### src/rtl/ds_pwm_output_stage.sv
// Edge-aligned PWM renderer for quantised delta-sigma samples.
// Pending/active double buffer, paced by sample_req, with sticky overrun/underrun flags.
module ds_pwm_output_stage #(
    parameter int unsigned OUT_BITS = 9,
    parameter int unsigned REQ_LEAD = 16,
    parameter bit          INVERT   = 1'b0
) (
    input  logic                clk,
    input  logic                reset,
    input  logic                en,
    input  logic [OUT_BITS-1:0] y,
    input  logic                y_valid,
    input  logic                clear_flags,
    output logic                pwm_out,
    output logic                sample_req,
    output logic                period_start,
    output logic                overrun,
    output logic                underrun
);

    localparam int unsigned          PERIOD   = 32'(1) << OUT_BITS;
    localparam logic [OUT_BITS-1:0]  CNT_MAX  = OUT_BITS'(PERIOD - 1);
    localparam logic [OUT_BITS-1:0]  REQ_CNT  = OUT_BITS'(PERIOD - 1 - REQ_LEAD);
    localparam logic [OUT_BITS-1:0]  MIDSCALE = {1'b1, (OUT_BITS-1)'(0)};

    logic [OUT_BITS-1:0] cnt;
    logic [OUT_BITS-1:0] d_active;
    logic [OUT_BITS-1:0] d_pending;
    logic                pending_full;
    logic                pwm_q;

    logic                wrap_c;
    logic [OUT_BITS-1:0] d_in_c;
    logic                ovr_set_c;
    logic                udr_set_c;

    // Offset-binary conversion: flipping the sign bit maps -2^(N-1)..2^(N-1)-1 onto 0..2^N-1.
    assign d_in_c = {~y[OUT_BITS-1], y[OUT_BITS-2:0]};
    assign wrap_c = en && (cnt == CNT_MAX);

    // Flag set events; a wrap always drains or bypasses, so a write at wrap is never an overrun.
    always_comb begin
        ovr_set_c = 1'b0;
        udr_set_c = 1'b0;
        if (wrap_c) begin
            udr_set_c = !pending_full && !y_valid;
        end else begin
            ovr_set_c = y_valid && pending_full;
        end
    end

    // Counter and PWM compare; pwm_q holds while en is low.
    always_ff @(posedge clk) begin
        if (reset) begin
            cnt          <= '0;
            pwm_q        <= 1'b0;
            period_start <= 1'b0;
            sample_req   <= 1'b0;
        end else begin
            period_start <= en && (cnt == '0);
            sample_req   <= en && (cnt == REQ_CNT);
            if (en) begin
                cnt   <= cnt + OUT_BITS'(1);
                pwm_q <= (cnt < d_active);
            end
        end
    end

    // Pending/active double buffer.
    always_ff @(posedge clk) begin
        if (reset) begin
            d_active     <= MIDSCALE;
            d_pending    <= '0;
            pending_full <= 1'b0;
        end else if (wrap_c) begin
            if (pending_full) begin
                d_active <= d_pending;
                if (y_valid) begin
                    d_pending <= d_in_c;
                end else begin
                    pending_full <= 1'b0;
                end
            end else if (y_valid) begin
                d_active <= d_in_c;
            end
        end else if (y_valid) begin
            d_pending    <= d_in_c;
            pending_full <= 1'b1;
        end
    end

    // Sticky flags; a set event in the same cycle as clear_flags wins.
    always_ff @(posedge clk) begin
        if (reset) begin
            overrun  <= 1'b0;
            underrun <= 1'b0;
        end else begin
            overrun  <= (overrun  && !clear_flags) || ovr_set_c;
            underrun <= (underrun && !clear_flags) || udr_set_c;
        end
    end

    assign pwm_out = pwm_q ^ INVERT;

endmodule

### config.mk
export PLATFORM = sky130hd
export DESIGN_NAME = ds_pwm_output_stage
export DESIGN_NICKNAME = d
export VERILOG_FILES = /design/src/rtl/ds_pwm_output_stage.sv
export SDC_FILE = /design/constraint.sdc
export NUM_CORES = 1
export LEC_CHECK = 0
export CAP_MARGIN = 10
export CORE_MARGIN = 2
export CORE_UTILIZATION = 54
export CTS_CLUSTER_SIZE = 28
export DETAILED_ROUTE_END_ITERATION = 12
export HOLD_SLACK_MARGIN = 0.02
export PLACE_DENSITY = 0.88
export SLEW_MARGIN = 10
export SYNTH_ARGS = -nofsm -noshare
export SYNTH_HDL_FRONTEND = slang
export SYNTH_SLANG_ARGS = --single-unit
### constraint.sdc
create_clock -name clk -period 2.1 [get_ports clk]
set_input_delay 0.315 -clock clk [delete_from_list [all_inputs] [get_ports clk]]
set_output_delay 0.315 -clock clk [all_outputs]
set_load 0.01 [all_outputs]
* After elaboration in Yosys (flattened, before gate mapping) *
Cells that the tools add are included.

storage, ports and cells
  register bits after elaboration = 33
  input bits = 14
  output and inout bits = 5
  word-level logic and storage cells = 42

cells by class
  add/subtract/negate cells = 1
  magnitude comparators = 1
  equality and inequality tests = 3
  muxes and demuxes = 11
  bitwise logic cells = 1
  reduce and logical (&&, ||, !) cells = 16

operators by type and width
  operator                                                       number
  9-bit 2-to-1 mux                                               5
  9-bit equality test, second input constant                     2
  9-bit by 1-bit adder with 9-bit output, second input constant  1
  9-bit zero test                                                1
  9-bit < comparator                                             1
  1-bit logical AND                                              7
  1-bit 2-to-1 mux                                               6
  2-bit nonzero test                                             2
  1-bit zero test                                                3
  1-bit logical OR                                               2
  2-bit != test, second input constant                           1
  2-bit AND reduction                                            1
  1-bit NOT                                                      1

* Logic depth before layout (Yosys ltp) *
  depth in word-level cells = 4
  gate-level depth with buffers = 9
  depth with buffers taken out = 8

* Least setup slack after synthesis *
Ideal clock, no wire load.

  path type = register -> register
  from = register cnt[0]
  to = register d_pending[8]
  library setup time = 0.063 ns
  arrival time = 1.812 ns
  required time = 2.037 ns
  slack = 0.225 ns
  cell stages (with the launch flop) = 10
  path buffers = 1
  period minus slack after synthesis = 1.875 ns
  cell sequence = dfxtp_1 -> ha_1 -> inv_1 -> nor3_1 -> ha_1 -> nand2_2 -> o21ai_2 -> buf_6 -> mux2_4 -> nor2_2

on the way
  cells in the longest elaborated chain, start to end = 3
  elaborated cells on any way between the ends = 4
  those cells by class = eq/ne (2); mux (1); reduce/logical (1)

RTL lines
  item                                                                line  text
  start, declared                                                     26    logic [OUT_BITS-1:0] cnt;
  start signal, assigned                                              63    cnt <= cnt + OUT_BITS'(1);
  9-bit equality test *                                               39    assign wrap_c = en && (cnt == CNT_MAX);
  1-bit logical AND *                                                 39
  2-bit != test (no line) / 9-bit 2-to-1 mux (equally long branches)  n/a
  end signal, assigned                                                79    d_pending <= d_in_c;
  end signal, assigned                                                87    d_pending <= d_in_c;
  end, declared                                                       28    logic [OUT_BITS-1:0] d_pending;

Every way passes the cells marked *; elsewhere a longest branch is shown, timed or not.
A chain may end at the register's enable or synchronous reset.

* Worst setup path after layout *
  from = register cnt[5]
  to = register d_pending[8]

The elaborated chain is that of the path after synthesis.

==> impl_metrics.py <==
metrics = {
    "status": {
        "outcome": "finished, final reports clean",
    },
    "floorplan": {
        "initial_core_util": 0.578,
        "die-area_um2": 3450,
        "coreArea_um2": 2810,
        "rows": 19,
        "io_pins": 19,
        "die_x_um": 58.8,
        "die_height_um": 58.8,
    },
    "final_layout": {
        "final_cells": 228,
        "fin_area_um2": 1940,
        "antenna_cells": 0,
        "area_delta_synth_final_pct": 19.6,
        "nets": 223,
        "drive_above_1_share": 0.162,
    },
    "synth": {
        "synth_area_leaders": "dfxtp_1 41%, mux2i_1 12%, ha_1 8.5%",
        "synth_top_flop_cell": "dfxtp_1",
        "yosysMostFrequentCell": "dfxtp_1",
        "ys_seq_elements": 33,
        "yosysWarnings": 0,
        "yosysTopAreaCell": "dfxtp_1",
        "synth.top_cell.area_share": 0.408,
        "synth_cells": 170,
        "syn_nets": 195,
        "synth_common_cells": "33 x dfxtp_1, 26 x nor2_1, 19 x mux2i_1",
        "synth.avg_cell_area_um2": 9.53,
        "synth_cell_types": 36,
        "synth_edf_count": 0,
        "seq_area_frac_synth": 0.408,
        "syn_area_um2": 1620,
        "synthArstFlopShare": 0,
    },
    "routing": {
        "routedWlPerCell_um": 14.5,
        "dr.pass1.iters": 4,
        "vias": 1317,
        "postRouteAntennaNets": 0,
        "drtIter0Drc": 31,
        "avgViaCountPerCell": 5.78,
        "wirelength_mm": 3.31,
        "drt_drc_violations_left": 0,
    },
    "pwr": {
        "power_density_nw_per_um2": 578,
        "p_leak_uw": 0.000789,
        "max-vdd-ir-drop_mv": 0.460,
    },
    "sta": {
        "clock.fmax_ghz": 0.514,
        "setup_viol": 0,
        "fin_crit_sh": 0.926,
        "fin_crit_ps": 1950,
        "tightest_slew_ps": 580,
        "clock-skew-final_ps": 7.17,
        "holdWs_ps": 486,
        "finalMaxSlewViolations": 0,
        "final_hold_viol_count": 0,
        "relSlewSlack": 0.612,
    },
    "setup_path": {
        "crit_path_start_kind": "flop",
        "arrival_ps": 2200,
        "end_kind": "flop",
        "crit_path_top_delay_cell": "dfxtp_1",
        "cp_max_fo": 7,
        "cp_cell_sequence": "nand3_1, nor3_2, ha_2, nand2_4, o21ai_4, buf_4, mux2_4, nor2_2",
        "criticalPathCategory": "flop to flop",
        "required_ps": 2360,
        "slowest_delay_ps": 460,
    },
    "clock_network": {
        "holdBufCountCts": 0,
        "cts_buffers": 5,
        "htreeDepth": 2,
        "clk_latency_ps": 330,
        "cts-root-buf": "clkbuf_4",
        "clockBufferDepth": 2,
        "cts.sink_count": 33,
        "cts_tree": "built",
        "clkTransAtPathRegs_ps": 90,
    },
    "run": {
        "cap_violations": 0,
    },
    "global_routing": {
        "grt_overflow": 0,
        "first_global_vias": 1283,
        "grtUsageTotal": 0.208,
        "grt_max_degree": 19,
        "grt_pass1_wl_mm": 5.35,
        "antenna_found_initial": 0,
    },
    "place": {
        "dpl-instance-area_um2": 1850,
        "dp_cells": 220,
        "hpwl_mm": 2.47,
        "port-buffer-count": 18,
        "gp_congestion": 0.933,
    },
    "min_path": {
        "hp-class": "flop to flop",
    },
}
-- where the power goes --
group	internal [uW]	total (uW)	switching, uW
logic	82.5	157	74.1
registers	645	654	8.98
clock network	116	309	193
total	843	1120	276
-- worst paths after layout --
kind	cells past startpoint	to	slack (ps)	startpoint
worst max register to register	8	d_pending[8]	150	cnt[5]
worst max-delay path	8	d_pending[8]	150	cnt[5]
worst min-delay path	2	pwm_out	490	pwm_out
worst min register to register	2	pwm_out	490	pwm_out
-- worst max-delay path, delay by kind of cell, from the launching register on --
family          cells  cell delay [ps]
simple gates        4              550
flops               1              460
buf+inv             1              140
compound gates      1              200
mux                 1              290
fa+ha+maj           1              230
-- flip-flops by register name (all words and copies together), names as in the netlist --
signal        flops
pending_full      1
d_pending         9
underrun          1
period_start      1
sample_req        1
cnt               9
pwm_out           1
overrun           1
d_active          9
-- repair_timing --
action                     CTS  global route
setup buffers                0             2
setup endpoints to repair    0             7
resized for setup            0             8
-- metrics by stage --
step | setup TNS [ps] | setup slack (ps) | utilization | total power (uW)
final | 0 | 155 | 0.691 | 1120
after global routing | -0.853 | -0.853 | 0.691 | 1170
after CTS | 0 | 70.3 | 0.675 | 1120
after detailed placement | 0 | 95.1 | 0.660 | 817
after global placement | 0 | 178 | 0.660 | 809
after floorplan | 0 | 225 | - | 756
-- per-layer routing --
layer	global-route usage	share of wire
met5	0	0
met2	0.376	0.54
met1	0.221	0.39
met3	0.0681	0.045
met4	0.0812	0.015
-- cells by family after synthesis --
| logic type | count (synthesis) | synth area share |
|---|---|---|
| buffers and inverters | 23 | 0.0695 |
| adder cells (fa/ha/maj) | 11 | 0.0849 |
| XOR/XNOR | 5 | 0.0270 |
| AND/OR/NAND/NOR | 53 | 0.173 |
| flip-flops | 33 | 0.408 |
| AO/OA/AOI/OAI | 25 | 0.111 |
| multiplexers | 20 | 0.127 |
-- cell usage in the layout (no fill, tap or decap), types with 2 or more instances in the layout --
| cell | netlist | layout |
|---|---|---|
| a211oi_1 | 8 | 8 |
| dfxtp_1 | 33 | 31 |
| inv_1 | 15 | 15 |
| nor4b_1 | 2 | 2 |
| nor2_2 | 3 | 3 |
| xnor2_1 | 2 | 2 |
| nand3_1 | 3 | 3 |
| buf_4 | 1 | 10 |
| clkbuf_4 | 0 | 5 |
| a32oi_1 | 2 | 2 |
| nor3_1 | 3 | 2 |
| ha_1 | 11 | 10 |
| clkdlybuf4s50_1 | 0 | 18 |
| nand2_1 | 5 | 5 |
| nand4_1 | 2 | 2 |
| dfxtp_2 | 0 | 2 |
| mux2i_1 | 19 | 18 |
| xor2_1 | 3 | 3 |
| nor2_1 | 26 | 26 |
| a21oi_1 | 4 | 4 |
| or3_1 | 2 | 2 |
| o21ai_0 | 4 | 4 |
-- layout make-up --
| cell class | count | area [um^2] |
|---|---|---|
| tap | 31 | 38.8 |
| timing repair buffer | 29 | 267 |
| sequential | 33 | 663 |
| clock inverter | 1 | 5.00 |
| multi-input combinational | 114 | 871 |
| clock buffer | 5 | 37.5 |
| fill | 220 | 867 |
| inverter | 15 | 56.3 |
No activity file was read; power rests on OpenSTA's default activity.
